### src/rtl/universal_shift_register.sv
// Universal shift register: hold, shift right/left, parallel load, clear and frame counting.
// Optional rotate modes (100/101) are enabled by defining USR_ROTATE_EN.
module universal_shift_register #(
    parameter int                 WIDTH     = 4,
    parameter logic [WIDTH-1:0]   RESET_VAL = '0,
    localparam int                CNT_W     = $clog2(WIDTH)
) (
    input  logic             clk,
    input  logic             rst,
    input  logic             en,
    input  logic [2:0]       mode,
    input  logic             sin_r,
    input  logic             sin_l,
    input  logic [WIDTH-1:0] pin,
    output logic [WIDTH-1:0] pout,
    output logic             sout_r,
    output logic             sout_l,
    output logic [CNT_W-1:0] shift_cnt,
    output logic             frame_done
);

    localparam logic [2:0] MODE_SHR   = 3'b001;
    localparam logic [2:0] MODE_SHL   = 3'b010;
    localparam logic [2:0] MODE_LOAD  = 3'b011;
    localparam logic [2:0] MODE_ROTR  = 3'b100;
    localparam logic [2:0] MODE_ROTL  = 3'b101;
    localparam logic [2:0] MODE_CLEAR = 3'b110;

    logic [WIDTH-1:0] r_q;
    logic [CNT_W-1:0] r_cnt;
    logic             r_frame_done;

    logic [WIDTH-1:0] w_next_q;
    logic             w_count;
    logic             w_cnt_clr;
    logic             w_last;

    assign w_last = (r_cnt == CNT_W'(WIDTH - 1));

    // Unlisted modes (000, 111 and, without rotate support, 100/101) fall through to hold.
    always_comb begin
        w_next_q  = r_q;
        w_count   = 1'b0;
        w_cnt_clr = 1'b0;
        case (mode)
            MODE_SHR: begin
                w_next_q = {sin_r, r_q[WIDTH-1:1]};
                w_count  = 1'b1;
            end
            MODE_SHL: begin
                w_next_q = {r_q[WIDTH-2:0], sin_l};
                w_count  = 1'b1;
            end
            MODE_LOAD: begin
                w_next_q  = pin;
                w_cnt_clr = 1'b1;
            end
`ifdef USR_ROTATE_EN
            MODE_ROTR: begin
                w_next_q = {r_q[0], r_q[WIDTH-1:1]};
                w_count  = 1'b1;
            end
            MODE_ROTL: begin
                w_next_q = {r_q[WIDTH-2:0], r_q[WIDTH-1]};
                w_count  = 1'b1;
            end
`endif
            MODE_CLEAR: begin
                w_next_q  = RESET_VAL;
                w_cnt_clr = 1'b1;
            end
            default: begin
                w_next_q = r_q;
            end
        endcase
    end

    always_ff @(posedge clk) begin
        if (rst) begin
            r_q          <= RESET_VAL;
            r_cnt        <= '0;
            r_frame_done <= 1'b0;
        end else if (!en) begin
            r_frame_done <= 1'b0;
        end else begin
            r_q <= w_next_q;
            if (w_cnt_clr) begin
                r_cnt <= '0;
            end else if (w_count) begin
                r_cnt <= w_last ? '0 : r_cnt + CNT_W'(1);
            end
            // Pulse only on the op that completes a WIDTH-shift frame.
            r_frame_done <= w_count && w_last;
        end
    end

    assign pout       = r_q;
    assign sout_r     = r_q[0];
    assign sout_l     = r_q[WIDTH-1];
    assign shift_cnt  = r_cnt;
    assign frame_done = r_frame_done;

endmodule

### config.mk
export PLATFORM = sky130hd
export DESIGN_NAME = universal_shift_register
export DESIGN_NICKNAME = d
export VERILOG_FILES = /design/src/rtl/universal_shift_register.sv
export SDC_FILE = /design/constraint.sdc
export NUM_CORES = 1
export LEC_CHECK = 0
export ABC_AREA = 0
export CAP_MARGIN = 20
export CORE_AREA = 10 10 47 49
export CTS_CLUSTER_SIZE = 25
export DETAILED_ROUTE_END_ITERATION = 10
export DIE_AREA = 0 0 57 59
export GPL_TIMING_DRIVEN = 0
export PLACE_DENSITY = 0.81
export SLEW_MARGIN = 15
export SYNTH_ARGS = -nofsm -noshare
export SYNTH_HDL_FRONTEND = slang
export SYNTH_SLANG_ARGS = --single-unit
### constraint.sdc
create_clock -name clk -period 1 [get_ports clk]
set_input_delay 0.1 -clock clk [delete_from_list [all_inputs] [get_ports clk]]
set_output_delay 0.1 -clock clk [all_outputs]
set_load 0.03 [all_outputs]
Yosys cells after proc, flatten, opt, wreduce, memory -nomap -nowiden
Cells that the tools add are included.

operators by class
  bitwise operators = 1
  equality and inequality tests = 5
  reductions and logical operators = 8
  muxes and demuxes = 6
  $add $sub $neg = 1

operator list
  cell                                                              count
  4-bit case mux with 4 select lines                                1
  3-bit by 2-bit == test with 1-bit output (second input constant)  2
  2-bit 2-to-1 mux                                                  3
  2-bit OR reduction                                                3
  2-bit AND reduction                                               2
  4-bit nonzero test                                                1
  3-bit by 1-bit == test with 1-bit output (second input constant)  1
  3-bit == test (second input constant)                             1
  2-bit by 1-bit adder with 2-bit output (second input constant)    1
  2-bit == test (second input constant)                             1
  1-bit 2-to-1 mux                                                  2
  2-bit nonzero test                                                1
  1-bit logical AND                                                 1
  1-bit inverter                                                    1

word-level totals
  input bits = 12
  output and inout bits = 9
  register bits after elaboration = 7

Logic depth before layout (Yosys ltp)
  word-level depth = 5
  depth in mapped cells = 4
  depth with buffers taken out = 4

Worst setup path before layout
No wires, ideal clock.

  path type = reg-to-reg
  from = reg r_q[0], in the netlist pout[0]
  to = reg r_q[1], in the netlist pout[1]
  setup slack = -0.107 ns
  period minus slack after synthesis = 1.107 ns
  required time = 0.909 ns
  buffers on the path = 0
  stages on the path, launching flop included = 4
  library setup time = 0.091 ns
  arrival = 1.016 ns
  cells stage by stage = dfxtp_1 nand2b_1 a22o_1 a311oi_1

on the way
  cells in the longest elaborated chain, start to end = 1

RTL lines
  element                             RTL line  RTL
  start: declaration                  29        logic [WIDTH-1:0] r_q;
  start signal: assignment            86        r_q <= w_next_q;
  4-bit case mux with 4 select lines  45        case (mode)

Every way passes these cells.
A chain may end at the register's enable or synchronous reset.

Worst setup path after layout
  from = in mode[2]
  to = reg r_q[1], in the netlist pout[1]

on the way
  cells in the longest elaborated chain, start to end = 3
  elaborated cells between the ends (all ways) = 7

RTL lines
  element                                RTL line  RTL
  start: declaration                     11        input logic [2:0] mode,
  3-bit == test (tied with other cells)  45
  4-bit nonzero test (no source line)    --
  2-bit AND reduction (no source line)   --

Several ways; a longest one is shown, not always the timed one.

==> impl_metrics.yaml <==
yosys:
  syn_area_um2: 479
  syn_inst: 54
  syn_nets: 67
  yosysSeqAreaShare_pct: 29.2
  synth_warnings: 0
  synth.distinct_cells: 26
  ys_ff_latch: 7
  synth_area_per_cell_um2: 8.87
pwr:
  total_power_uw: 830
  sw_frac_of_total_pct: 30.0
  p_int_uw: 581
  p_leak_nw: 0.322
  vdd_drop_max_uv: 496
  pwr-share-comb_pct: 32.0
  pwr-share-seq_pct: 37.7
  p_per_area_nw_per_um2: 1100
  p_sw_uw: 249
  clockPowerShare_pct: 30.3
layout:
  drive_gt1_share_pct: 42.0
  postLayoutCoreUtil_pct: 54.0
  final_cell_mix: "8 x a21oi_1, 7 x clkdlybuf4s50_1, 6 x buf_2"
  fin_area_um2: 757
  final_common_cell: "a21oi_1"
  antenna_cells: 0
  final_nets: 95
  area_growth_pct: 58.0
clock_tree:
  clk_pin_slew_ps: 50
  cts_buffers: 3
  clock-sinks: 7
  insertion_delay_ps: 250
  cts_tree: "built"
  cts_root_buf: "clkbuf_4"
  clk_path_buf_depth: 2
  holdBufCountCts: 0
  cts_max_level: 1
grt:
  grt_pass1_wl_um: 2370
  antenna_found_initial: 0
  grt_overflow_total: 0
  track_usage_pct: 8.58
  grt_max_degree: 11
  grt_pass1_vias: 553
critical_path:
  r2r-end: "pout[1]"
  endpoint_kind: "register"
  worstPathRequired_ps: 1150
  r2r_slack_ps: 30
  cpLargestDelayFamily: "compound AO/OA/AOI/OAI gates"
  timing.rr.start: "pout[0]"
  reg2regPathDepth: 3
  path_class: "in -> reg"
  critPathLaunchType: "input port"
  crit_buf_inv: 2
  max_stage_delay_ps: 280
  arrival_ps: 1120
  path_cells: "dlygate4sd2_1, buf_6, nand2b_1, a22o_1, a311oi_2"
  worst-path-max-fanout: 10
  critPathSlowestCell: "dlygate4sd2_1"
placed_design:
  dp_hpwl_um: 1020
  io_buffer_count: 20
  dpl_cell_area_um2: 707
  gp_congestion: 0.794
floorplan:
  io-pin-count: 21
  dieArea_um2: 3360
  num_rows: 14
  initial_core_util_pct: 34.2
  die_h_um: 59
  die_w_um: 57
  coreArea_um2: 1400
outcome:
  status: "complete, no violations"
drt:
  vias_per_cell: 5.18
  drtAntennaViolNets: 0
  drt_iter0_drc: 6
  wl_per_cell_um: 14.2
  vias: 502
  drc_errors: 0
  drt_first_pass_iters: 4
  wl_um: 1380
sta:
  setup_tns_ps: 0
  whs_ps: 351
  setup_viol: 0
  finalHoldViolations: 0
  skew_ps: 3.61
  final.min_clock_period_ps: 973
  rsz0062_at_grt: "true"
  worstMarginPinSlew_ps: 317
  relSlewSlack_pct: 78.8
  fmaxAchievable_ghz: 1.03
  fin_crit_sh_pct: 97.3
  drv_slew: 0
min_path:
  hold_end: "frame_done"
  hp-start: "en"
  whs_path_depth: 3
  holdCritPathClass: "in -> reg"
run:
  drv_cap: 0
## state kept, by name (all words and copies together) (netlist names)
signal,flops
pout,4
shift_cnt,2
frame_done,1
## through the flow
step	std cells	setup slack (ps)
after global placement	90	-450
after floorplan	54	4.14
final	97	27.0
after global routing	97	-43.1
after detailed placement	90	-488
after CTS	97	8.61
## layout make-up
cell class,instances,area (um2)
Sequential cell,7,153
Clock buffer,4,26.3
Multi-Input combinational cell,41,312
Inverter,1,3.75
Tap cell,16,20.0
Fill cell,150,644
Buffer,5,48.8
Timing Repair Buffer,23,194
## synth_stat cells
master,count,area share (%)
nand2b_1,3,3.9
nor3b_1,1,1.6
and2_1,1,1.3
a22o_1,1,1.8
buf_4,2,3.1
nor2_1,2,1.6
a21oi_1,8,8.4
a21boi_2,1,2.3
nor3_1,2,2.1
buf_6,3,7.0
or2_2,1,1.3
xor2_1,1,1.8
a21o_1,1,1.6
ha_1,1,2.6
o221a_1,2,4.7
a21bo_2,1,2.1
inv_1,1,0.78
nand4b_1,2,3.7
o21ai_0,3,3.1
nor2b_1,3,3.9
a311oi_1,2,3.7
nand2_1,1,0.78
dfxtp_1,7,29
nand3b_1,1,1.6
and3b_1,1,1.8
mux2i_1,2,4.2
## worst min-delay path: stages
cell and delay (ps):
dlygate4sd2_1 310, nand3b_1 110, nor3b_1 40
## worst max-delay path by stage
stage / startpoint / to / slack, ps / cells past startpoint
2_1_floorplan: pout[0] / pout[1] / 4 / 3
3_3_place_gp: mode[0] / pout[3] / -450 / 5
3_5_place_dp: mode[0] / pout[3] / -490 / 5
4_1_cts: shift_cnt[1] / shift_cnt[1] / 9 / 1
5_1_grt: pout[0] / pout[1] / -40 / 3
6_report: mode[2] / pout[1] / 30 / 5
## kinds of logic (layout without fill, tap and decap cells)
| logic type | Yosys count | in the layout | synth area share, % |
|---|---|---|---|
| adder cells (fa/ha/maj) | 1 | 1 | 2.61 |
| XOR/XNOR | 1 | 1 | 1.83 |
| multiplexers | 2 | 2 | 4.18 |
| buffers and inverters | 6 | 33 | 11.0 |
| AO/OA/AOI/OAI | 19 | 19 | 27.7 |
| AND/OR/NAND/NOR | 18 | 18 | 23.5 |
| flip-flops | 7 | 7 | 29.2 |
## what timing repair did
item / 4_1_cts / 5_1_grt
setup buffers: 3 / 0
gates resized for setup: 49 / 12
pin swaps: 1 / 4
endpoints found under the hold margin: 0 / 0
endpoints found under the setup margin: 16 / 6
## metal layers
metal  wire [um]  global-route usage [%]  up-vias
li1            -                       -      252
met1         563                    8.98      238
met2         770                    14.1       12
met3          43                    2.58        0
met4           0                    6.71        0
met5           0                       0        -
## power groups by stage
stage / registers, mW / clock network, mW / logic (mW)
after floorplan: 0.346 / 0 / 0.118
after global placement: 0.319 / 0 / 0.254
after detailed placement: 0.319 / 0 / 0.259
after CTS: 0.313 / 0.266 / 0.251
after global routing: 0.316 / 0.282 / 0.288
final: 0.313 / 0.252 / 0.265
Note: power is estimated with default switching activity, not from simulation.
